===== config.mk =====
export PLATFORM = sky130hd
export DESIGN_NAME = spi_regfile
export DESIGN_NICKNAME = d
export VERILOG_FILES = /design/src/rtl/spi_regfile.sv
export SDC_FILE = /design/constraint.sdc
export NUM_CORES = 1
export LEC_CHECK = 0
export CAP_MARGIN = 0
export CORE_MARGIN = 2
export CORE_UTILIZATION = 56
export CTS_CLUSTER_DIAMETER = 40
export DETAILED_ROUTE_END_ITERATION = 8
export MAX_ROUTING_LAYER = met4
export PLACE_DENSITY = 0.83
export SLEW_MARGIN = 20
export SYNTH_ARGS = -nofsm -noshare
export SYNTH_HDL_FRONTEND = slang
export SYNTH_SLANG_ARGS = --single-unit

===== constraint.sdc =====
create_clock -name clk -period 5.2 [get_ports clk]
set_clock_uncertainty 0.05 [all_clocks]
set_input_delay 0.78 -clock clk [delete_from_list [all_inputs] [get_ports clk]]
set_output_delay 0.78 -clock clk [all_outputs]
set_load 0.005 [all_outputs]

===== src/rtl/spi_regfile.sv =====
`default_nettype none
// ============================================================================
// Module   : spi_regfile
// Purpose  : SPI (mode 0) target exposing NUM_REGS registers of DATA_W bits.
//            All SPI pins are oversampled in the clk domain (clk >= 8x sclk).
//            Frame, MSB first: R/W (1 = write), 7 address bits, DATA_W data.
//            Optional readback path enabled by defining SPI_READBACK_EN.
// Ports    : clk, rst_n       - system clock, async active-low reset
//            sclk, ncs, copi  - asynchronous SPI inputs
//            cipo, cipo_oe    - SPI read data and its output enable
//            regs             - register r at [r*DATA_W +: DATA_W]
//            wr_pulse         - one-clk strobe on a committed write
//            wr_addr          - address of the last committed write
//            frame_err        - one-clk strobe on a discarded frame
// Revision : 1.0 - initial release
// ============================================================================
module spi_regfile #(
    parameter int NUM_REGS = 5,
    parameter int DATA_W   = 8
) (
    input  logic                       clk,
    input  logic                       rst_n,
    input  logic                       sclk,
    input  logic                       ncs,
    input  logic                       copi,
    output logic                       cipo,
    output logic                       cipo_oe,
    output logic [NUM_REGS*DATA_W-1:0] regs,
    output logic                       wr_pulse,
    output logic [6:0]                 wr_addr,
    output logic                       frame_err
);

    localparam int                 c_frame_len = 8 + DATA_W;
    localparam int                 c_cnt_w     = $clog2(c_frame_len + 1);
    localparam logic [c_cnt_w-1:0] c_cmd_last  = c_cnt_w'(7);
    localparam logic [c_cnt_w-1:0] c_data_last = c_cnt_w'(c_frame_len - 1);
    localparam logic [7:0]         c_num_regs  = 8'(NUM_REGS);

    localparam logic [1:0] c_st_idle = 2'd0;
    localparam logic [1:0] c_st_cmd  = 2'd1;
    localparam logic [1:0] c_st_data = 2'd2;
    localparam logic [1:0] c_st_done = 2'd3;

    // [0],[1] form the synchronizer, [2] is the delayed copy for edges
    logic [2:0]         r_sclk_sync;
    logic [2:0]         r_ncs_sync;
    logic [1:0]         r_copi_sync;
    logic [1:0]         r_flush;
    logic               r_armed;

    logic [1:0]         r_state;
    logic [1:0]         w_state_nxt;
    logic [DATA_W-1:0]  r_shift;
    logic [c_cnt_w-1:0] r_bit_cnt;
    logic               r_ovf;
    logic               r_rw;
    logic [6:0]         r_addr;
    logic               r_wr_pulse;
    logic               r_frame_err;
    logic [6:0]         r_wr_addr;
    logic [DATA_W-1:0]  r_regs [NUM_REGS];

    logic               w_sclk_rise;
    logic               w_ncs_fall;
    logic               w_ncs_rise;
    logic               w_ncs_low;
    logic               w_copi;
    logic               w_bit;
    logic [7:0]         w_cmd;
    logic               w_addr_ok;
    logic               w_commit;
    logic               w_err;
    logic               w_enter_data;

    // ------------------------------------------------------------------
    // Input synchronizers. ncs resets high and sclk low so that reset
    // release never looks like an edge.
    // ------------------------------------------------------------------
    always_ff @(posedge clk or negedge rst_n) begin
        if (!rst_n) begin
            r_sclk_sync <= 3'b000;
            r_ncs_sync  <= 3'b111;
            r_copi_sync <= 2'b00;
            r_flush     <= 2'b00;
            r_armed     <= 1'b0;
        end else begin
            r_sclk_sync <= {r_sclk_sync[1:0], sclk};
            r_ncs_sync  <= {r_ncs_sync[1:0], ncs};
            r_copi_sync <= {r_copi_sync[0], copi};
            r_flush     <= {r_flush[0], 1'b1};
            // Frames are accepted only once ncs has been seen high with
            // real (post-reset) data in the synchronizer, so a frame that
            // started during reset is ignored until ncs returns high.
            if (r_flush[1] && r_ncs_sync[1]) begin
                r_armed <= 1'b1;
            end
        end
    end

    assign w_sclk_rise = r_sclk_sync[1] & ~r_sclk_sync[2];
    assign w_ncs_fall  = ~r_ncs_sync[1] & r_ncs_sync[2];
    assign w_ncs_rise  = r_ncs_sync[1] & ~r_ncs_sync[2];
    assign w_ncs_low   = ~r_ncs_sync[1];
    assign w_copi      = r_copi_sync[1];
    assign w_bit       = w_sclk_rise & w_ncs_low & (r_state != c_st_idle);

    // Command byte as it stands once the current bit is shifted in
    assign w_cmd     = {r_shift[6:0], w_copi};
    assign w_addr_ok = ({1'b0, r_addr} < c_num_regs);

    // ------------------------------------------------------------------
    // Frame FSM: next state and single-cycle control strobes
    // ------------------------------------------------------------------
    always_comb begin
        w_state_nxt  = r_state;
        w_commit     = 1'b0;
        w_err        = 1'b0;
        w_enter_data = 1'b0;
        case (r_state)
            c_st_idle: begin
                if (w_ncs_fall && r_armed) begin
                    w_state_nxt = c_st_cmd;
                end
            end
            c_st_cmd: begin
                if (w_ncs_rise) begin
                    w_state_nxt = c_st_idle;
                    w_err       = 1'b1;
                end else if (w_bit && (r_bit_cnt == c_cmd_last)) begin
                    w_state_nxt  = c_st_data;
                    w_enter_data = 1'b1;
                end
            end
            c_st_data: begin
                if (w_ncs_rise) begin
                    w_state_nxt = c_st_idle;
                    w_err       = 1'b1;
                end else if (w_bit && (r_bit_cnt == c_data_last)) begin
                    w_state_nxt = c_st_done;
                end
            end
            c_st_done: begin
                if (w_ncs_rise) begin
                    w_state_nxt = c_st_idle;
                    if (r_ovf) begin
                        w_err = 1'b1;
                    end else if (r_rw && w_addr_ok) begin
                        w_commit = 1'b1;
                    end
                end
            end
            default: w_state_nxt = c_st_idle;
        endcase
    end

    always_ff @(posedge clk or negedge rst_n) begin
        if (!rst_n) begin
            r_state     <= c_st_idle;
            r_shift     <= '0;
            r_bit_cnt   <= '0;
            r_ovf       <= 1'b0;
            r_rw        <= 1'b0;
            r_addr      <= '0;
            r_wr_pulse  <= 1'b0;
            r_frame_err <= 1'b0;
            r_wr_addr   <= '0;
        end else begin
            r_state     <= w_state_nxt;
            r_wr_pulse  <= w_commit;
            r_frame_err <= w_err;
            if (r_state == c_st_idle) begin
                r_shift   <= '0;
                r_bit_cnt <= '0;
                r_ovf     <= 1'b0;
            end else if (w_bit) begin
                if (r_state == c_st_done) begin
                    r_ovf <= 1'b1;
                end else begin
                    r_shift   <= {r_shift[DATA_W-2:0], w_copi};
                    r_bit_cnt <= r_bit_cnt + c_cnt_w'(1);
                end
            end
            if (w_enter_data) begin
                r_rw   <= w_cmd[7];
                r_addr <= w_cmd[6:0];
            end
            if (w_commit) begin
                r_wr_addr <= r_addr;
            end
        end
    end

    // After a full frame the shift register holds exactly the data field
    always_ff @(posedge clk or negedge rst_n) begin
        if (!rst_n) begin
            for (int i = 0; i < NUM_REGS; i++) begin
                r_regs[i] <= '0;
            end
        end else if (w_commit) begin
            for (int i = 0; i < NUM_REGS; i++) begin
                if (r_addr == 7'(i)) begin
                    r_regs[i] <= r_shift;
                end
            end
        end
    end

    generate
        for (genvar g = 0; g < NUM_REGS; g++) begin : g_regs_out
            assign regs[g*DATA_W +: DATA_W] = r_regs[g];
        end
    endgenerate

    assign wr_pulse  = r_wr_pulse;
    assign frame_err = r_frame_err;
    assign wr_addr   = r_wr_addr;

`ifdef SPI_READBACK_EN
    localparam logic [c_cnt_w-1:0] c_first_shift = c_cnt_w'(9);

    logic              w_sclk_fall;
    logic [DATA_W-1:0] w_rd_data;
    logic [DATA_W-1:0] r_tx;
    logic              r_oe;

    assign w_sclk_fall = ~r_sclk_sync[1] & r_sclk_sync[2];

    // Out-of-range addresses read as zero
    always_comb begin
        w_rd_data = '0;
        for (int i = 0; i < NUM_REGS; i++) begin
            if (w_cmd[6:0] == 7'(i)) begin
                w_rd_data = r_regs[i];
            end
        end
    end

    // The fall right after the 8th rise must not shift: the controller
    // samples the MSB on the 9th rise. Shifting starts on the fall that
    // follows the first data-bit rise.
    always_ff @(posedge clk or negedge rst_n) begin
        if (!rst_n) begin
            r_tx <= '0;
            r_oe <= 1'b0;
        end else if (w_enter_data) begin
            r_tx <= w_rd_data;
            r_oe <= ~w_cmd[7];
        end else begin
            if (w_state_nxt != c_st_data) begin
                r_oe <= 1'b0;
            end
            if ((r_state == c_st_data) && w_sclk_fall && (r_bit_cnt >= c_first_shift)) begin
                r_tx <= {r_tx[DATA_W-2:0], 1'b0};
            end
        end
    end

    assign cipo    = r_oe & r_tx[DATA_W-1];
    assign cipo_oe = r_oe;
`else
    assign cipo    = 1'b0;
    assign cipo_oe = 1'b0;
`endif

endmodule
`default_nettype wire


==> results_dict.tcl <==
set metrics [dict create \
    met3_length_microns 218 \
    worst_hold_path.num_cells 0 \
    m1WireLength_microns 2920 \
    grt_overflow_total 0 \
    tns_ns 0 \
    syn2layout_area_growth_pct 23.0 \
    synth_area_sq_um 3360 \
    cts_num_sinks 84 \
    nets 295 \
    period_minus_slack_ns 2.56 \
    clock_latency_ns 0.35 \
    synth_seq_cells 84 \
    cp-end-kind "flop" \
    syn_inst 226 \
    async_reset_ff_share_pct 100 \
    firstDrtPassIters 4 \
    drt-wirelength-per-cell_microns 18.4 \
    fp.dieW_microns 81.4 \
    grt_max_degree 85 \
    io_pins 56 \
    cts_resized 0 \
    synth_warnings 0 \
    drive_above_1_share_pct 24.0 \
    cts-root-buf "clkbuf_8" \
    grt_setup_unrepaired "false" \
    hold_viol 0 \
    ys_seq_area_share_pct 62.7 \
    ff2ff_path_depth 5 \
    rrSetupSlack_ns 2.64 \
    synth_edf_count 0 \
    fin_util_pct 70.6 \
    antenna_cells 0 \
    coreArea_sq_um 5850 \
    drc_errors 0 \
    cts_tree "built" \
    final_cells 362 \
    cts_max_level 3 \
    syn_area_per_cell_sq_um 14.9 \
    maxCapViolCount 0 \
    hold_path.class "reg -> reg" \
    yosys.cell_types.count 45 \
    synth_ff_type "dfrtp_1" \
    grt_usage_pct 22.9 \
    placed_cells 347 \
    portBuffers 53 \
    postCtsSetupBuffers 0 \
    max_freq_mhz 391 \
    period_share_pct 49.2 \
    fp.dieH_microns 81.4 \
    p_per_area_nw_per_um2 316 \
    routed_wl_microns 6660 \
    vias 2076 \
    hold_buffers 0 \
    finalSetupViolCount 0 \
    crit_fanout 12 \
    grt_pass1_wl_microns 10800 \
    criticalPathCategory "reg -> reg" \
    cts_buffer_depth 2 \
    dr.first_iter.drc_count 132 \
    arrival_ns 2.79 \
    final_area_sq_um 4130 \
    dieArea_sq_um 6630 \
    start_util_pct 57.4 \
    dp_hpwl_microns 4290 \
    antenna_found_initial 0 \
    wl_met2_microns 3440 \
    postRouteAntennaNets 0 \
    finalPower_uw 1300 \
    clkTransAtPathRegs_ns 0.08 \
    cp.required_ns 5.43 \
    slew_viol_final 0 \
    ir_drop_mv 0.191 \
    tightest_slew_ns 1.05 \
    outcome "finished, final reports clean" \
    startpoint_type "flop" \
    p_leak_uw 0.00201 \
    place_congestion 0.931 \
    relSlewSlack_pct 30.1 \
    grt_pass1_vias 2100 \
    cts_made_buffers 9 \
    routed_via_density 5.73 \
    highest_layer "met4" \
    dpl_cell_area_sq_um 3930 \
    row_count 28 \
]
flip-flops by register name (all words and copies together) (netlist names), 3 cells and up:
name         flops
r_bit_cnt        5
r_shift          8
r_ncs_sync       3
r_sclk_sync      3
r_addr           7
regs            40
wr_addr          7
metrics by stage:
stage / setup slack (ns) / hold WS [ns]
2_1_floorplan: 3.20 / 0.281
3_3_place_gp: 2.89 / 0.283
3_5_place_dp: 2.68 / 0.285
4_1_cts: 2.69 / 0.302
5_1_grt: 2.44 / 0.320
6_report: 2.64 / 0.301
power by group:
group          switching (uW)  internal (uW)
clock network             221            230
logic                     102           58.4
registers                21.0            671
synthesized netlist by cell type, drive strengths merged (2+ instances only):
library cell   n  area (sq um)
dfstp          3          78.8
inv            8          30.0
nor3b          3          22.5
a21o           2          15.0
nor2b          2          12.5
or3            2          12.5
a21oi          6          30.0
nor4b          3          38.8
buf            5          37.5
ha             7          87.6
and3           2          12.5
conb           2          7.51
dfrtp         81          2030
mux2          51           574
and2           4          25.0
nand3          4          30.0
clkbuf         3          11.3
a22o          10          87.6
nor2           4          15.0
nand4          2          27.5
nand2          4          15.0
cell type report:
type / count / area (sq um)
Sequential cell: 84 / 2110
Multi-Input combinational cell: 127 / 1180
Fill cell: 398 / 1720
Tap cell: 75 / 93.8
Timing Repair Buffer: 53 / 532
Inverter: 8 / 30.0
Clock inverter: 5 / 52.6
Clock buffer: 10 / 138
layout by cell type (no fill, tap or decap), types with 6 or more instances in the layout:
master / count
dfrtp_1: 81
mux2_1: 8
mux2_2: 43
a21oi_1: 6
a22o_1: 10
clkbuf_8: 10
ha_1: 7
inv_1: 8
clkdlybuf4s50_1: 52
path summary, 6_finish.rpt:
kind / from / to
setup / recovery: r_state[0] / r_bit_cnt[0]
hold reg to reg: r_copi_sync[0] / r_copi_sync[1]
min in group asynchronous: rst_n / r_sclk_sync[0]
setup reg to reg: r_state[0] / r_bit_cnt[0]
hold / removal: r_copi_sync[0] / r_copi_sync[1]
max in group asynchronous: rst_n / wr_addr[5]
routing by layer:
metal,up-vias,GRT usage (%)
met1,1100,29.8
li1,927,-
met4,0,7.80
met5,-,-
met3,8,4.84
met2,41,36.1
critical path: stages, from the launching register on:
cell     delay (ns)
dfrtp_1        0.47
inv_1          0.11
ha_1           0.38
nor4b_2        0.52
nor2b_1        0.69
mux2_2         0.28
cell families after synthesis:
logic type	synth area share, %
DFF	62.7
adders and majority gates	2.61
other	0.224
muxes	17.4
AOI/OAI and AO/OA	6.34
and+or+nand+nor	8.35
buffers and inverters	2.35
No activity file was read; power rests on OpenSTA's default activity.
